### src/rtl/alu_seq.sv
// Registered ALU with valid/ready on both sides, status flags, shifts, compare
// and an iterative shift-add multiply. Results hold steady under backpressure.
module alu_seq #(
    parameter int WIDTH = 8
) (
    input  logic             clk,
    input  logic             rst,
    input  logic             in_valid,
    output logic             in_ready,
    input  logic [WIDTH-1:0] a,
    input  logic [WIDTH-1:0] b,
    input  logic [3:0]       op,
    output logic             out_valid,
    input  logic             out_ready,
    output logic [WIDTH-1:0] z,
    output logic             flag_zero,
    output logic             flag_neg,
    output logic             flag_carry,
    output logic             flag_ovf,
    output logic             flag_err
);
    localparam int SHW = $clog2(WIDTH);
    localparam int MSB = WIDTH - 1;
    localparam logic [3:0] OP_MUL = 4'd11;

    // Handshake: an operation transfers on a rising edge with in_valid & in_ready;
    // a result transfers on a rising edge with out_valid & out_ready.
    typedef enum logic [1:0] {IDLE, BUSY, DONE} state_t;

    state_t state, state_next;

    logic             accept, start_mul, mul_last;
    logic [2*WIDTH-1:0] mul_a, acc, acc_next;
    logic [WIDTH-1:0] mul_b;
    logic [SHW-1:0]   mul_cnt;

    logic [WIDTH-1:0] res;
    logic             res_c, res_v, res_e;
    logic [WIDTH:0]   sum, diff_ab, diff_ba, shl, shr_l, shr_a;
    logic [SHW-1:0]   sh;

    assign in_ready  = (state == IDLE) | ((state == DONE) & out_ready);
    assign out_valid = (state == DONE);
    assign accept    = in_valid & in_ready;
    assign start_mul = accept & (op == OP_MUL);
    assign mul_last  = (state == BUSY) & (mul_cnt == SHW'(WIDTH - 1));
    assign acc_next  = mul_b[0] ? acc + mul_a : acc;

    always_ff @(posedge clk or posedge rst) begin
        if (rst) state <= IDLE;
        else     state <= state_next;
    end

    always_comb begin
        state_next = state;
        case (state)
            IDLE: if (accept) state_next = start_mul ? BUSY : DONE;
            BUSY: if (mul_last) state_next = DONE;
            DONE: begin
                if (accept)         state_next = start_mul ? BUSY : DONE;
                else if (out_ready) state_next = IDLE;
            end
            default: state_next = IDLE;
        endcase
    end

    // Extra bit on each shift operand catches the last bit shifted out.
    assign sh      = b[SHW-1:0];
    assign sum     = {1'b0, a} + {1'b0, b};
    assign diff_ab = {1'b0, a} - {1'b0, b};
    assign diff_ba = {1'b0, b} - {1'b0, a};
    assign shl     = {1'b0, a} << sh;
    assign shr_l   = {a, 1'b0} >> sh;
    assign shr_a   = $unsigned($signed({a, 1'b0}) >>> sh);

    always_comb begin
        res   = '0;
        res_c = 1'b0;
        res_v = 1'b0;
        res_e = 1'b0;
        case (op)
            4'd0: res = '0;
            4'd1: begin
                res   = diff_ba[MSB:0];
                res_c = diff_ba[WIDTH];
                res_v = (b[MSB] != a[MSB]) & (res[MSB] != b[MSB]);
            end
            4'd2: begin
                res   = diff_ab[MSB:0];
                res_c = diff_ab[WIDTH];
                res_v = (a[MSB] != b[MSB]) & (res[MSB] != a[MSB]);
            end
            4'd3: begin
                res   = sum[MSB:0];
                res_c = sum[WIDTH];
                res_v = (a[MSB] == b[MSB]) & (res[MSB] != a[MSB]);
            end
            4'd4: res = a ^ b;
            4'd5: res = a | b;
            4'd6: res = a & b;
            4'd7: res = '1;
            4'd8: begin
                res   = shl[MSB:0];
                res_c = shl[WIDTH];
            end
            4'd9: begin
                res   = shr_l[WIDTH:1];
                res_c = shr_l[0];
            end
            4'd10: begin
                res   = shr_a[WIDTH:1];
                res_c = shr_a[0];
            end
            4'd11: res = '0;
            4'd12: res = {{(WIDTH-1){1'b0}}, diff_ab[WIDTH]};
            default: res_e = 1'b1;
        endcase
    end

    always_ff @(posedge clk or posedge rst) begin
        if (rst) begin
            z          <= '0;
            flag_zero  <= 1'b0;
            flag_neg   <= 1'b0;
            flag_carry <= 1'b0;
            flag_ovf   <= 1'b0;
            flag_err   <= 1'b0;
            mul_a      <= '0;
            mul_b      <= '0;
            acc        <= '0;
            mul_cnt    <= '0;
        end else begin
            if (accept && !start_mul) begin
                z          <= res;
                flag_zero  <= (res == '0);
                flag_neg   <= res[MSB];
                flag_carry <= res_c;
                flag_ovf   <= res_v;
                flag_err   <= res_e;
            end
            if (start_mul) begin
                mul_a   <= {{WIDTH{1'b0}}, a};
                mul_b   <= b;
                acc     <= '0;
                mul_cnt <= '0;
            end else if (state == BUSY) begin
                acc     <= acc_next;
                mul_a   <= mul_a << 1;
                mul_b   <= mul_b >> 1;
                mul_cnt <= mul_cnt + SHW'(1);
                // Final multiplier bit: publish low half, flag any upper-half bits.
                if (mul_last) begin
                    z          <= acc_next[MSB:0];
                    flag_zero  <= (acc_next[MSB:0] == '0);
                    flag_neg   <= acc_next[MSB];
                    flag_carry <= |acc_next[2*WIDTH-1:WIDTH];
                    flag_ovf   <= 1'b0;
                    flag_err   <= 1'b0;
                end
            end
        end
    end
endmodule

### config.mk
export PLATFORM = sky130hd
export DESIGN_NAME = alu_seq
export DESIGN_NICKNAME = d
export VERILOG_FILES = /design/src/rtl/alu_seq.sv
export SDC_FILE = /design/constraint.sdc
export NUM_CORES = 1
export LEC_CHECK = 0
export CAP_MARGIN = 20
export CORE_UTILIZATION = 50
export CTS_CLUSTER_DIAMETER = 50
export DETAILED_ROUTE_END_ITERATION = 8
export GPL_TIMING_DRIVEN = 0
export HOLD_SLACK_MARGIN = 0.03
export PLACE_DENSITY = 0.8
export SLEW_MARGIN = 20
export SYNTH_ARGS = -nofsm -noshare
export SYNTH_HDL_FRONTEND = slang
export SYNTH_SLANG_ARGS = --single-unit
export TNS_END_PERCENT = 20
### constraint.sdc
create_clock -name clk -period 3 [get_ports clk]
set_clock_uncertainty 0.1 [all_clocks]
set_input_delay 0.6 -clock clk [delete_from_list [all_inputs] [get_ports clk]]
set_output_delay 0.6 -clock clk [all_outputs]
set_load 0.02 [all_outputs]
# --- Yosys cells after proc, flatten, opt, wreduce, memory -nomap -nowiden ---
# Cells that the tools add are included.
totals:
  regBits: 58
  inputBits: 24
  out_inout_bits: 15
  elab_cells: 107
classes:
  n_addsub: 5
  eq_ne: 24
  n_shift: 3
  n_mux: 43
  n_bitwise: 11
  n_reduce_logical: 10
ops:
  columns: ["operator", "count"]
  rows:
  - ["case mux 8 bit (11 select lines)", 1]
  - ["two-way mux 16 bit", 5]
  - ["two-way mux 8 bit", 6]
  - ["two-way mux 1 bit", 21]
  - ["equality test 4 bit, second input constant", 5]
  - ["subtractor 8 x 8 -> 9 bit", 2]
  - ["adder 16 bit", 1]
  - ["equality test 4 x 3 -> 1 bit, second input constant", 4]
  - ["logical NOT 8 bit", 2]
  - ["OR reduction 13 bit", 1]
  - ["two-way mux 2 bit", 5]
  - ["adder 8 x 8 -> 9 bit", 1]
  - ["left shift 8 x 3 -> 9 bit", 1]
  - [">> shifter 9 x 3 -> 9 bit", 1]
  - [">>> shifter 9 x 3 -> 9 bit", 1]
  - ["bitwise AND 8 bit", 1]
  - ["equality test 4 x 2 -> 1 bit, second input constant", 2]
  - ["OR 8 bit", 1]
  - ["OR reduction 8 bit", 1]
  - ["bitwise XOR 8 bit", 1]
  - ["bitwise AND 1 bit", 7]
  - ["two-way mux 3 bit", 2]
  - ["case mux 1 bit (6 select lines)", 1]
  - ["case mux 2 bit (3 select lines)", 1]
  - ["other kinds (17)", 22]

# --- Depth between registers and ports, before layout ---
# Gate-level depths: netlist of the first run.
logic_depth:
  ltp_word: 11
  depth_mapped: 13
  depth_no_buf: 12

# --- Least setup slack after synthesis of the first run ---
# OpenSTA, ideal clock, no wires.
synth_path:
  path_type: "input port to flip-flop"
  startpoint: "input b[0]"
  endpoint: "register flag_zero"
  setup_time_ns: 0.080
  arrival_ns: 3.157
  t_required_ns: 2.820
  setup_slack_ns: -0.337
  cell_stages: 13
  n_path_buf: 1
  path_cell_list: "buf_2 clkinv_1 ha_1 inv_1 fa_1 nor3b_1 a21oi_1 nor3_1 a2111oi_0 o311a_1 nand3_1 or4_1 o211ai_2"
synth_via:
  elab_chain_len: 7
  elab_cells_between_ends: 15
  classes_between: "3 x add/sub; 3 x shift; 5 x mux; 3 x bitwise; 1 x reduce/logical"
synth_rtl:
  columns: ["element", "line", "text"]
  rows:
  - ["start: declaration", "11", "input logic [WIDTH-1:0] b,"]
  - ["subtractor 8 x 8 -> 9 bit, or another cell as far along", "70", "assign diff_ab = {1'b0, a} - {1'b0, b};"]
  - ["case mux 8 bit (11 select lines) *", "81", "case (op)"]
  - ["logical NOT 8 bit *", "135", "flag_zero <= (res == '0);"]
  - ["two-way mux 1 bit *", "133", "if (accept && !start_mul) begin"]
  - ["two-way mux 1 bit", "152", "if (mul_last) begin"]
  - ["two-way mux 1 bit", "146", "end else if (state == BUSY) begin"]
  - ["two-way mux 1 bit *", "141", "if (start_mul) begin"]
  - ["end signal: assignment", "135", null]
  - ["end signal: assignment", "154", "flag_zero <= (acc_next[MSB:0] == '0);"]
  - ["end: declaration", "16", "output logic flag_zero,"]
# Mark *: on every way between the ends. The rest lies on a longest branch, timed or not.
# A chain may end at the register's enable or synchronous reset.

# --- Final worst setup path of the first run ---
layout_path:
  startpoint: "input a[1]"
  endpoint: "register flag_zero"
layout_via:
  elab_chain_len: 7
  elab_cells_between_ends: 15
  classes_between: "3 x add/sub; 3 x shift; 5 x mux; 3 x bitwise; 1 x reduce/logical"
layout_rtl:
  columns: ["element", "line", "text"]
  rows:
  - ["start: declaration", "10", "input logic [WIDTH-1:0] a,"]
  - ["subtractor 8 x 8 -> 9 bit, or another cell as far along", "70", null]
  - ["case mux 8 bit (11 select lines) *", "81", null]
  - ["logical NOT 8 bit *", "135", null]
  - ["two-way mux 1 bit *", "133", null]
  - ["two-way mux 1 bit", "152", null]
  - ["two-way mux 1 bit", "146", null]
  - ["two-way mux 1 bit *", "141", null]
# Marked as above.

==> flow_summary.yaml, run 1 <==
floorplan:
  start_util_pct: 51.17
  fp-row-count: 38
  die_h_um: 107.1
  placeableCoreArea_um2: 10790
  ioPinCount: 39
  die_area_um2: 11470
  die_w_um: 107.1
yosys:
  synth_cell_types: 69
  ys_seq_area_share_pct: 26.28
  synth_area_per_cell_um2: 8.158
  synth_ff_type: "dfrtp_1"
  synth_edf_count: 0
  ys_warn_count: 0
  synth_cells: 677
  syn_nets: 754
  async_flop_share_pct: 100.0
  netlist_area_um2: 5523
  ys_seq_elements: 58
finish:
  n_antenna_cell: 0
  final_area_um2: 6736
  fin_cells: 883
  areaGrowthSynthToFinish_pct: 21.98
  final_nets: 815
  n_fill_cell: 889
  drive_gt1_share_pct: 15.75
cts:
  clk_pin_slew_ns: 0.08
  cts_tree: "yes"
  clockRootBuffer: "clkbuf_8"
  htreeDepth: 3
  clockBufferDepth: 2
  cts_buffers: 9
  clk_latency_ns: 0.34
  cts_sinks: 58
placement:
  placed_cell_area_um2: 6105
  gp_congestion: 0.9632
  dp.cells: 855
  io_buffers: 38
  hpwl_mm: 13.81
detailed_routing:
  dr.pass1.iters: 5
  wl_mm: 18.68
  vias: 5798
  antenna_left: 0
  drtIter0Drc: 668
  via_per_inst: 6.566
  drc: 0
  wire_per_inst_um: 21.16
power_and_ir_drop:
  ir_worst_vdd_mv: 0.6180
  leakagePower_nw: 2.900
  power_density_nw_per_um2: 624.2
global_routing:
  grt-busiest-layer: "met2"
  grt.met3_usage_pct: 5.106
  grt-ovfl-total: 0
  gr-usage-all-layers_pct: 33.57
  antenna_found_initial: 0
  grt_pass1_wl_mm: 29.54
  met2_usage_pct: 55.85
  grtUsageMet1_pct: 43.29
  grt_max_degree: 59
  grt_pass1_vias: 5572
setup_path:
  critPathArrivalTime_ns: 3.23
  cp-start-kind: "primary input"
  worstPathRequired_ns: 3.17
  r2r_slack_ns: -0.03
  cp_max_fo: 9
  critPathKind: "in -> reg"
  worstSetupEndpointType: "flip-flop"
timing:
  min_period_ns: 3.060
  rsz0062_at_grt: "yes"
  tightest_slew_ns: 0.7467
  max_freq_mhz: 326.8
  slew_headroom_pct: 50.22
  setup_viol: 2
  finalSetupTns_ns: -0.08653
  finalHoldViolations: 0
  fin_hold_ws_ns: 0.3816
  fin_crit_sh_pct: 102.0
  slew_violations: 0
  worst_slack_ns: -0.05995
job:
  drv_cap: 0
run_status:
  status: "finished with violations"
  violations: "negative setup slack"
worst_hold_path:
  hold_class: "reg -> reg"
==> sequential cells by signal, indices dropped and copies added, names as in the netlist <==
signal      count
flag_ovf        1
mul_a          16
state           2
flag_neg        1
flag_zero       1
mul_b           8
mul_cnt         3
z               8
acc            16
flag_err        1
flag_carry      1
==> critical path, cell delays in order <==
cell,delay [ns]
buf_4,0.17
clkinvlp_4,0.13
buf_4,0.16
ha_4,0.26
o21ba_2,0.24
o21ai_0,0.34
a2111oi_1,0.15
nor2_1,0.25
mux2i_1,0.23
o2111ai_1,0.18
or3_1,0.36
o211ai_2,0.14
==> path summary, 6_finish.rpt <==
check,startpoint,end,depth (start not counted)
max,a[1],flag_zero,12
min,mul_b[1],mul_b[1],2
max reg2reg,mul_a[0],flag_carry,10
min reg2reg,mul_b[1],mul_b[1],2
max in group asynchronous,rst,acc[5],2
min in group asynchronous,rst,mul_a[14],2
==> metal layers <==
metal / wire (um) / vias up
met5: 0 / -
met4: 779 / 0
met3: 1473 / 64
met2: 8859 / 325
met1: 7570 / 2785
li1: - / 2624
==> cell type report <==
type	count	area (um^2)	area share, %
buffer	38	214.0	3.176
clock buffer	9	123.9	1.839
sequential	58	1451	21.55
clock inverter	7	125.1	1.857
multi-input combinational	549	4038	59.94
inverter	30	145.1	2.155
timing repair buffer	52	464.2	6.891
tap	140	175.2	2.600
==> logic make-up (layout without fill, tap and decap cells) <==
| kind of cell | count (synthesis) | after routing | synth area share (%) |
|---|---|---|---|
| AO/OA/AOI/OAI | 223 | 223 | 26.89 |
| XOR/XNOR | 20 | 20 | 3.172 |
| adder cells (fa/ha/maj) | 53 | 53 | 12.55 |
| buffers and inverters | 70 | 136 | 5.279 |
| flip-flops | 58 | 58 | 26.28 |
| multiplexers | 33 | 33 | 7.295 |
| AND/OR/NAND/NOR | 220 | 220 | 18.53 |
==> synth_stat cells, types with 5 or more instances <==
cell type	instances	area [um^2]
nand2_1	90	337.8
dfrtp_1	58	1451
o21ai_0	50	250.2
ha_1	49	613.1
nor2_1	48	180.2
a21oi_1	45	225.2
inv_1	27	101.4
mux2i_1	26	260.3
clkbuf_1	21	78.83
o22ai_1	19	118.9
a22oi_1	17	127.6
xnor2_1	16	140.1
nand3_1	13	65.06
nor3_1	13	65.06
a211oi_1	12	90.09
buf_2	11	55.05
nand2b_1	11	68.82
o211ai_1	11	82.58
nor2b_1	10	62.56
a21o_1	9	67.56
a221oi_1	6	52.55
a31oi_1	6	37.54
buf_1	6	22.52
o221ai_1	6	52.55
and3_1	5	31.28
nand4_1	5	31.28
nor4_1	5	31.28
o21bai_1	5	37.54
or3_1	5	31.28
==> cells in the final DEF (no fill, tap or decap), types with 11 or more instances in the layout <==
| cell | instances |
|---|---|
| o21ai_0 | 49 |
| o22ai_1 | 19 |
| nor3_1 | 11 |
| buf_4 | 18 |
| a211oi_1 | 11 |
| xnor2_1 | 15 |
| nand2_1 | 90 |
| a22oi_1 | 17 |
| nor2_1 | 46 |
| a21oi_1 | 44 |
| clkdlybuf4s50_1 | 25 |
| clkbuf_1 | 17 |
| ha_1 | 41 |
| nand3_1 | 11 |
| o211ai_1 | 11 |
| nand2b_1 | 11 |
| inv_1 | 21 |
| dfrtp_1 | 58 |
| mux2i_1 | 26 |
==> report_power, final <==
group	leakage, nW	internal, mW	switching, mW	total (mW)
clock network	0.124	0.559	0.379	0.939
registers	0.726	1.02	0.224	1.24
logic	2.05	0.851	1.17	2.02
total	2.90	2.43	1.77	4.20
==> repair_timing <==
item,4_1_cts,5_1_grt
pin swaps,21,4
setup endpoints to repair,12,29
gates resized for setup,103,16
buffers inserted,12,2
hold buffers,0,0
==> metrics by stage <==
step,total power [mW],util [%],setup WS [ns]
floorplan,2.556,-,-0.1043
global placement,3.041,56.54,-1.301
detailed placement,3.112,56.56,-1.363
CTS,4.130,61.64,-0.02557
global route,4.470,62.42,-0.1471
finish,4.205,62.42,-0.05995
(Power assumes the default switching activity.)
==> run 2, diff against run 1 <==
--- a/config.mk
+++ b/config.mk
@@ -12,7 +12,7 @@
 export GPL_TIMING_DRIVEN = 0
 export HOLD_SLACK_MARGIN = 0.03
 export PLACE_DENSITY = 0.8
-export SLEW_MARGIN = 20
+export SLEW_MARGIN = 0
 export SYNTH_ARGS = -nofsm -noshare
 export SYNTH_HDL_FRONTEND = slang
 export SYNTH_SLANG_ARGS = --single-unit
==> flow_summary.yaml, run 2 (same netlist as run 1, synthesis figures left out) <==
worst_hold_path:
  hold_class: "reg -> reg"
  min_from: "mul_b[1]"
cts:
  clockRootBuffer: "clkbuf_8"
  cts_tree: "yes"
  holdBufCountCts: 0
  cts_buffers: 9
  clockBufferDepth: 2
  clk_pin_slew_ns: 0.08
  htreeDepth: 3
  clk_latency_ns: 0.35
  cts_sinks: 58
setup_path:
  cp_max_fo: 3
  critPathKind: "in -> reg"
  cpMaxStageDelayCell: "or3_1"
  cp_num_buf_inv: 4
  r2r-start: "acc[0]"
  critical_path.cell_chain: "buf_4 > clkbuf_8 > clkinvlp_4 > buf_4 > ha_1 > nor3b_2 > a2111oi_4 > o21bai_1 > a21o_1 > xnor2_2 > o2111ai_2 > or3_1 > o211ai_2"
  cp_slowest_stage_delay_ns: 0.41
  worstSetupEndpointType: "flip-flop"
  worstPathRequired_ns: 3.18
  critPathLaunch: "a[2]"
  cp-start-kind: "primary input"
  crit_family: "compound AO/OA/AOI/OAI gates"
  crit_top_cell: "buf_4"
  critPathArrivalTime_ns: 3.23
power_and_ir_drop:
  ir_worst_vdd_mv: 0.5976
  power_switching_share_pct: 43.06
  p_seq_share_pct: 29.5
  total_power_mw: 4.206
  p_comb_share_pct: 50.2
  p_clk_share_pct: 20.3
  power_density_nw_per_um2: 601.4
  p_int_mw: 2.395
  p_sw_mw: 1.811
  leakagePower_nw: 2.996
detailed_routing:
  drtIter0Drc: 585
  via_per_inst: 6.545
  wl_mm: 19.25
  drc: 0
  antenna_left: 0
  vias: 5877
  dr.pass1.iters: 6
  wire_per_inst_um: 21.44
timing:
  rsz0062_at_grt: "yes"
  finalHoldViolations: 0
  setup_viol: 1
  slew_headroom_pct: 46.28
  max_freq_mhz: 327.1
  finalSetupTns_ns: -0.05675
  tightest_slew_ns: 0.8004
  fin_hold_ws_ns: 0.3843
  min_period_ns: 3.057
  fin_crit_sh_pct: 101.9
  worst_slack_ns: -0.05675
  slew_violations: 0
finish:
  n_antenna_cell: 0
  final_cell_mix: "nand2_1 (90), dfrtp_1 (58), o21ai_0 (48), nor2_1 (45), a21oi_1 (42)"
  areaGrowthSynthToFinish_pct: 26.64
  fin_cells: 898
  seqCellArea_um2: 1451
  reg.largest.list: "acc x16, mul_a x16"
  n_fill_cell: 844
  final_nets: 830
  multiInputGateArea_um2: 4148
  drive_gt1_share_pct: 19.92
  final_area_um2: 6994
  final_util_pct: 64.80
  final_common_cell: "nand2_1"
global_routing:
  gr-usage-all-layers_pct: 33.94
  grt-ovfl-total: 0
  antenna_found_initial: 0
  grt_pass1_wl_mm: 29.92
  grt_max_degree: 44
  grt_pass1_vias: 5586
floorplan:
  die_area_um2: 11470
  die_h_um: 107.1
  ioPinCount: 39
  start_util_pct: 51.17
  placeableCoreArea_um2: 10790
  fp-row-count: 38
  die_w_um: 107.1
job:
  drv_cap: 0
run_status:
  violations: "negative setup slack"
  status: "finished with violations"
placement:
  dpl_worst_slack_ns: -1.437
  hpwl_mm: 13.86
  placed_cell_area_um2: 6122
  dp.cells: 856
  gp_congestion: 0.9632
  io_buffers: 38
-- run 2: cell count changes in the layout (fill, tap and decap cells not counted), sizes merged --
cell / previous run / this run
clkinvlp: 3 / 5
bufinv: 3 / 2
clkinv: 6 / 5
clkbuf: 31 / 32
dlymetal6s2s: 0 / 1
clkdlybuf4s15: 2 / 1
buf: 38 / 53
dlygate4sd2: 3 / 2
-- run 2: final cells by class --
| class | count | share of cell area [%] |
|---|---|---|
| Timing Repair Buffer | 66 | 8.587 |
| Tap cell | 140 | 2.504 |
| Clock buffer | 9 | 1.771 |
| Multi-Input combinational cell | 549 | 59.30 |
| Clock inverter | 7 | 1.449 |
| Buffer | 39 | 3.524 |
| Inverter | 30 | 2.111 |
| Sequential cell | 58 | 20.75 |
-- run 2: routing by layer --
layer	GRT usage, %	part of all wire [%]	vias up
met5	0	0	-
met1	43.67	40	2817
met3	5.289	8.6	70
met4	14.68	4.1	0
met2	56.36	47	343
li1	-	-	2647
-- run 2: what timing repair did --
action / 4_1_cts / 5_1_grt
setup buffers: 9 / 18
setup endpoints to repair: 12 / 36
hold endpoints to repair: 0 / 0
pin swaps: 15 / 27
gates resized for setup: 98 / 64
-- run 2: power by group through the flow --
stage / sequential (mW) / combinational, mW / clock [mW]
after global placement: 1.24 / 1.80 / 0
final: 1.24 / 2.11 / 0.853
after detailed placement: 1.25 / 1.87 / 0
after CTS: 1.24 / 1.95 / 0.859
after global routing: 1.27 / 2.31 / 0.885
after floorplan: 1.21 / 1.34 / 0
-- run 2: final timing paths --
| kind | cells past startpoint | slack, ns | to |
|---|---|---|---|
| min | 2 | 0.38 | mul_b[1] |
| max reg2reg | 10 | 0.14 | flag_carry |
| min in group asynchronous | 2 | 0.43 | mul_a[12] |
| min reg2reg | 2 | 0.38 | mul_b[1] |
| max | 13 | -0.06 | flag_zero |
| max in group asynchronous | 3 | 1.80 | acc[5] |
-- run 2: worst min-delay path, cell delays in order (launching register included) --
cell and delay (ns):
dfrtp_1 0.35, nand2_1 0.05, nand2_1 0.06
==> run 3, diff against run 2 <==
--- a/config.mk
+++ b/config.mk
@@ -5,13 +5,14 @@
 export SDC_FILE = /design/constraint.sdc
 export NUM_CORES = 1
 export LEC_CHECK = 0
+export ABC_AREA = 1
 export CAP_MARGIN = 20
-export CORE_UTILIZATION = 50
+export CORE_UTILIZATION = 49
 export CTS_CLUSTER_DIAMETER = 50
 export DETAILED_ROUTE_END_ITERATION = 8
 export GPL_TIMING_DRIVEN = 0
 export HOLD_SLACK_MARGIN = 0.03
-export PLACE_DENSITY = 0.8
+export PLACE_DENSITY = 0.78
 export SLEW_MARGIN = 0
 export SYNTH_ARGS = -nofsm -noshare
 export SYNTH_HDL_FRONTEND = slang
==> flow_summary.yaml, run 3 <==
run_status:
  status: "complete, no violations"
finish:
  n_antenna_cell: 0
  reg.largest.list: "acc x16, mul_a x16"
  final_common_cell: "nand2_1"
  final_cell_mix: "nand2_1 (286), nand3_1 (106), inv_1 (97), nor2_1 (77), dfrtp_1 (58)"
  final_nets: 1054
  drive_gt1_share_pct: 8.758
  areaGrowthSynthToFinish_pct: 16.12
yosys:
  synth_top_area_cell: "dfrtp_1"
  syn_nets: 1006
  synth_cell_types: 42
  async_flop_share_pct: 100.0
  synth_ff_type: "dfrtp_1"
  netlist_area_um2: 5906
  synth_area_leaders: "dfrtp_1 (25%), nand2_1 (18%), ha_1 (10%), nand3_1 (9.0%), inv_1 (6.6%)"
  ys_seq_elements: 58
  synth_top_area_share_pct: 24.58
  synth_edf_count: 0
  synth.most_common_cell: "nand2_1"
  synth_cells: 929
  ys_seq_area_share_pct: 24.58
  synth_area_per_cell_um2: 6.357
  ys_warn_count: 0
  synth_commonest_cells: "nand2_1 (286), nand3_1 (106), inv_1 (104)"
setup_path:
  crit_family: "simple AND/OR/NAND/NOR gates"
  critPathArrivalTime_ns: 3.03
  cp-start-kind: "primary input"
  crit_top_cell: "nand2_1"
  reg2reg_depth: 15
  cp_slowest_stage_delay_ns: 0.53
  cp_max_fo: 10
  critPathKind: "in -> reg"
  worstSetupEndpointType: "flip-flop"
  worstPathRequired_ns: 3.17
  critical_path.cell_chain: "clkdlybuf4s50_1 > inv_1 > ha_1 > buf_4 > inv_1 > a21oi_1 > nand2_1 > nand3_1 > nand2_1 > nand3_1 > nor2_2 > nand3_1 > nor2_1 > nand3_1 > nand2_1 > nand2_1 > nand2_1"
  cp.depth: 17
  cpMaxStageDelayCell: "clkdlybuf4s50_1"
  cp_num_buf_inv: 4
detailed_routing:
  dr_wl_met3_mm: 1.301
  top_layer: "met4"
  wl_mm: 19.26
  wire_per_inst_um: 17.12
  via_per_inst: 5.752
  met2_length_mm: 8.827
  vias: 6471
  dr.pass1.iters: 6
  drtIter0Drc: 622
  drc: 0
  antenna_left: 0
  wl_met1_mm: 8.183
floorplan:
  placeableCoreArea_um2: 11560
  die_h_um: 111.8
  die_area_um2: 12500
  ioPinCount: 39
  fp-row-count: 39
  start_util_pct: 51.07
  die_w_um: 111.8
global_routing:
  grt_pass1_wl_mm: 30.99
  grt-ovfl-total: 0
  grt_pass1_vias: 6213
  grt_max_degree: 36
  gr-usage-all-layers_pct: 31.67
  antenna_found_initial: 0
timing:
  min_period_ns: 2.864
  finalHoldViolations: 0
  slew_headroom_pct: 42.95
  max_freq_mhz: 349.2
  slew_violations: 0
  rsz0062_at_grt: "yes"
  tightest_slew_ns: 0.8468
  setup_viol: 0
  finalSetupTns_ns: 0
  fin_crit_sh_pct: 95.46
placement:
  hpwl_mm: 14.96
  io_buffers: 36
  gp_congestion: 1.005
worst_hold_path:
  hold_class: "reg -> reg"
  min_path_cells: 2
power_and_ir_drop:
  leakagePower_nw: 3.565
  total_power_mw: 4.975
  power_density_nw_per_um2: 725.4
  ir_worst_vdd_mv: 0.4623
cts:
  clk_latency_ns: 0.33
  cts_sinks: 58
  cts_tree: "yes"
  cts_buffers: 9
  holdBufCountCts: 0
  clk_pin_slew_ns: 0.06
  clockBufferDepth: 2
  clockRootBuffer: "clkbuf_16"
  htreeDepth: 3
job:
  drv_cap: 0
[run 3: stage by stage]
stage | util (%) | hold slack [ns] | instances | setup WS [ns] | cell area (um^2)
after floorplan | - | 0.3594 | 929 | 0.4470 | 5906
after global placement | 55.73 | 0.3778 | 1108 | -0.7012 | 6445
after detailed placement | 55.90 | 0.3855 | 1109 | -0.7065 | 6465
after CTS | 58.96 | 0.4046 | 1125 | 0.006819 | 6819
after global routing | 59.30 | 0.4263 | 1125 | -0.001647 | 6858
final | 59.30 | 0.4065 | 1125 | 0.1362 | 6858
[run 3: routing by layer]
metal  up-vias  GRT usage, %
met5         -             0
met4         0         16.58
met3        63         6.206
met2       277         52.38
met1      2976         39.08
li1       3155             -
[run 3: cell type report]
type | count | area [um^2]
repair buffers | 38 | 399.1
clock buffers | 9 | 225.2
multi-input cells | 727 | 3876
inverters | 114 | 436.7
plain buffers | 29 | 188.9
well taps | 143 | 178.9
fillers | 1120 | 4707
flip-flops and latches | 58 | 1451
clock inverters | 7 | 101.3
[run 3: timing repair]
| action | CTS | global route |
|---|---|---|
| setup buffers | 1 | 0 |
| cloned | 0 | 0 |
| gates resized for setup | 17 | 20 |
| pin swaps | 0 | 1 |
| setup endpoints to repair | 10 | 8 |
[run 3: path summary, 6_finish.rpt]
| check | slack [ns] | startpoint | endpoint |
|---|---|---|---|
| min in group asynchronous | 0.53 | rst | z[7] |
| max | 0.14 | b[3] | flag_zero |
| max reg2reg | 0.38 | mul_a[0] | flag_carry |
| min | 0.41 | mul_b[4] | mul_b[4] |
| min reg2reg | 0.41 | mul_b[4] | mul_b[4] |
| max in group asynchronous | 1.70 | rst | mul_b[5] |
[run 3: worst min-delay path, delay by kind of cell, from the launching register on]
kind            cells  cell delay, ns
simple gates        1            0.06
flops               1            0.35
compound gates      1            0.06
[run 3: cell families (layout without fill, tap and decap cells)]
| kind of cell | Yosys count | count (layout) | synth area share, % |
|---|---|---|---|
| AOI/OAI and AO/OA | 151 | 151 | 15.06 |
| buffers and inverters | 144 | 197 | 10.30 |
| xor gates and xnor gates | 5 | 5 | 0.7415 |
| DFF | 58 | 58 | 24.58 |
| adders and majority gates | 53 | 53 | 11.74 |
| and+or+nand+nor | 518 | 518 | 37.58 |
[run 3: power by group]
part | total, mW | switching (mW) | internal (mW)
Combinational | 2.53 | 1.64 | 0.893
Sequential | 1.32 | 0.228 | 1.09
Clock | 1.13 | 0.396 | 0.733
Total | 4.97 | 2.26 | 2.72
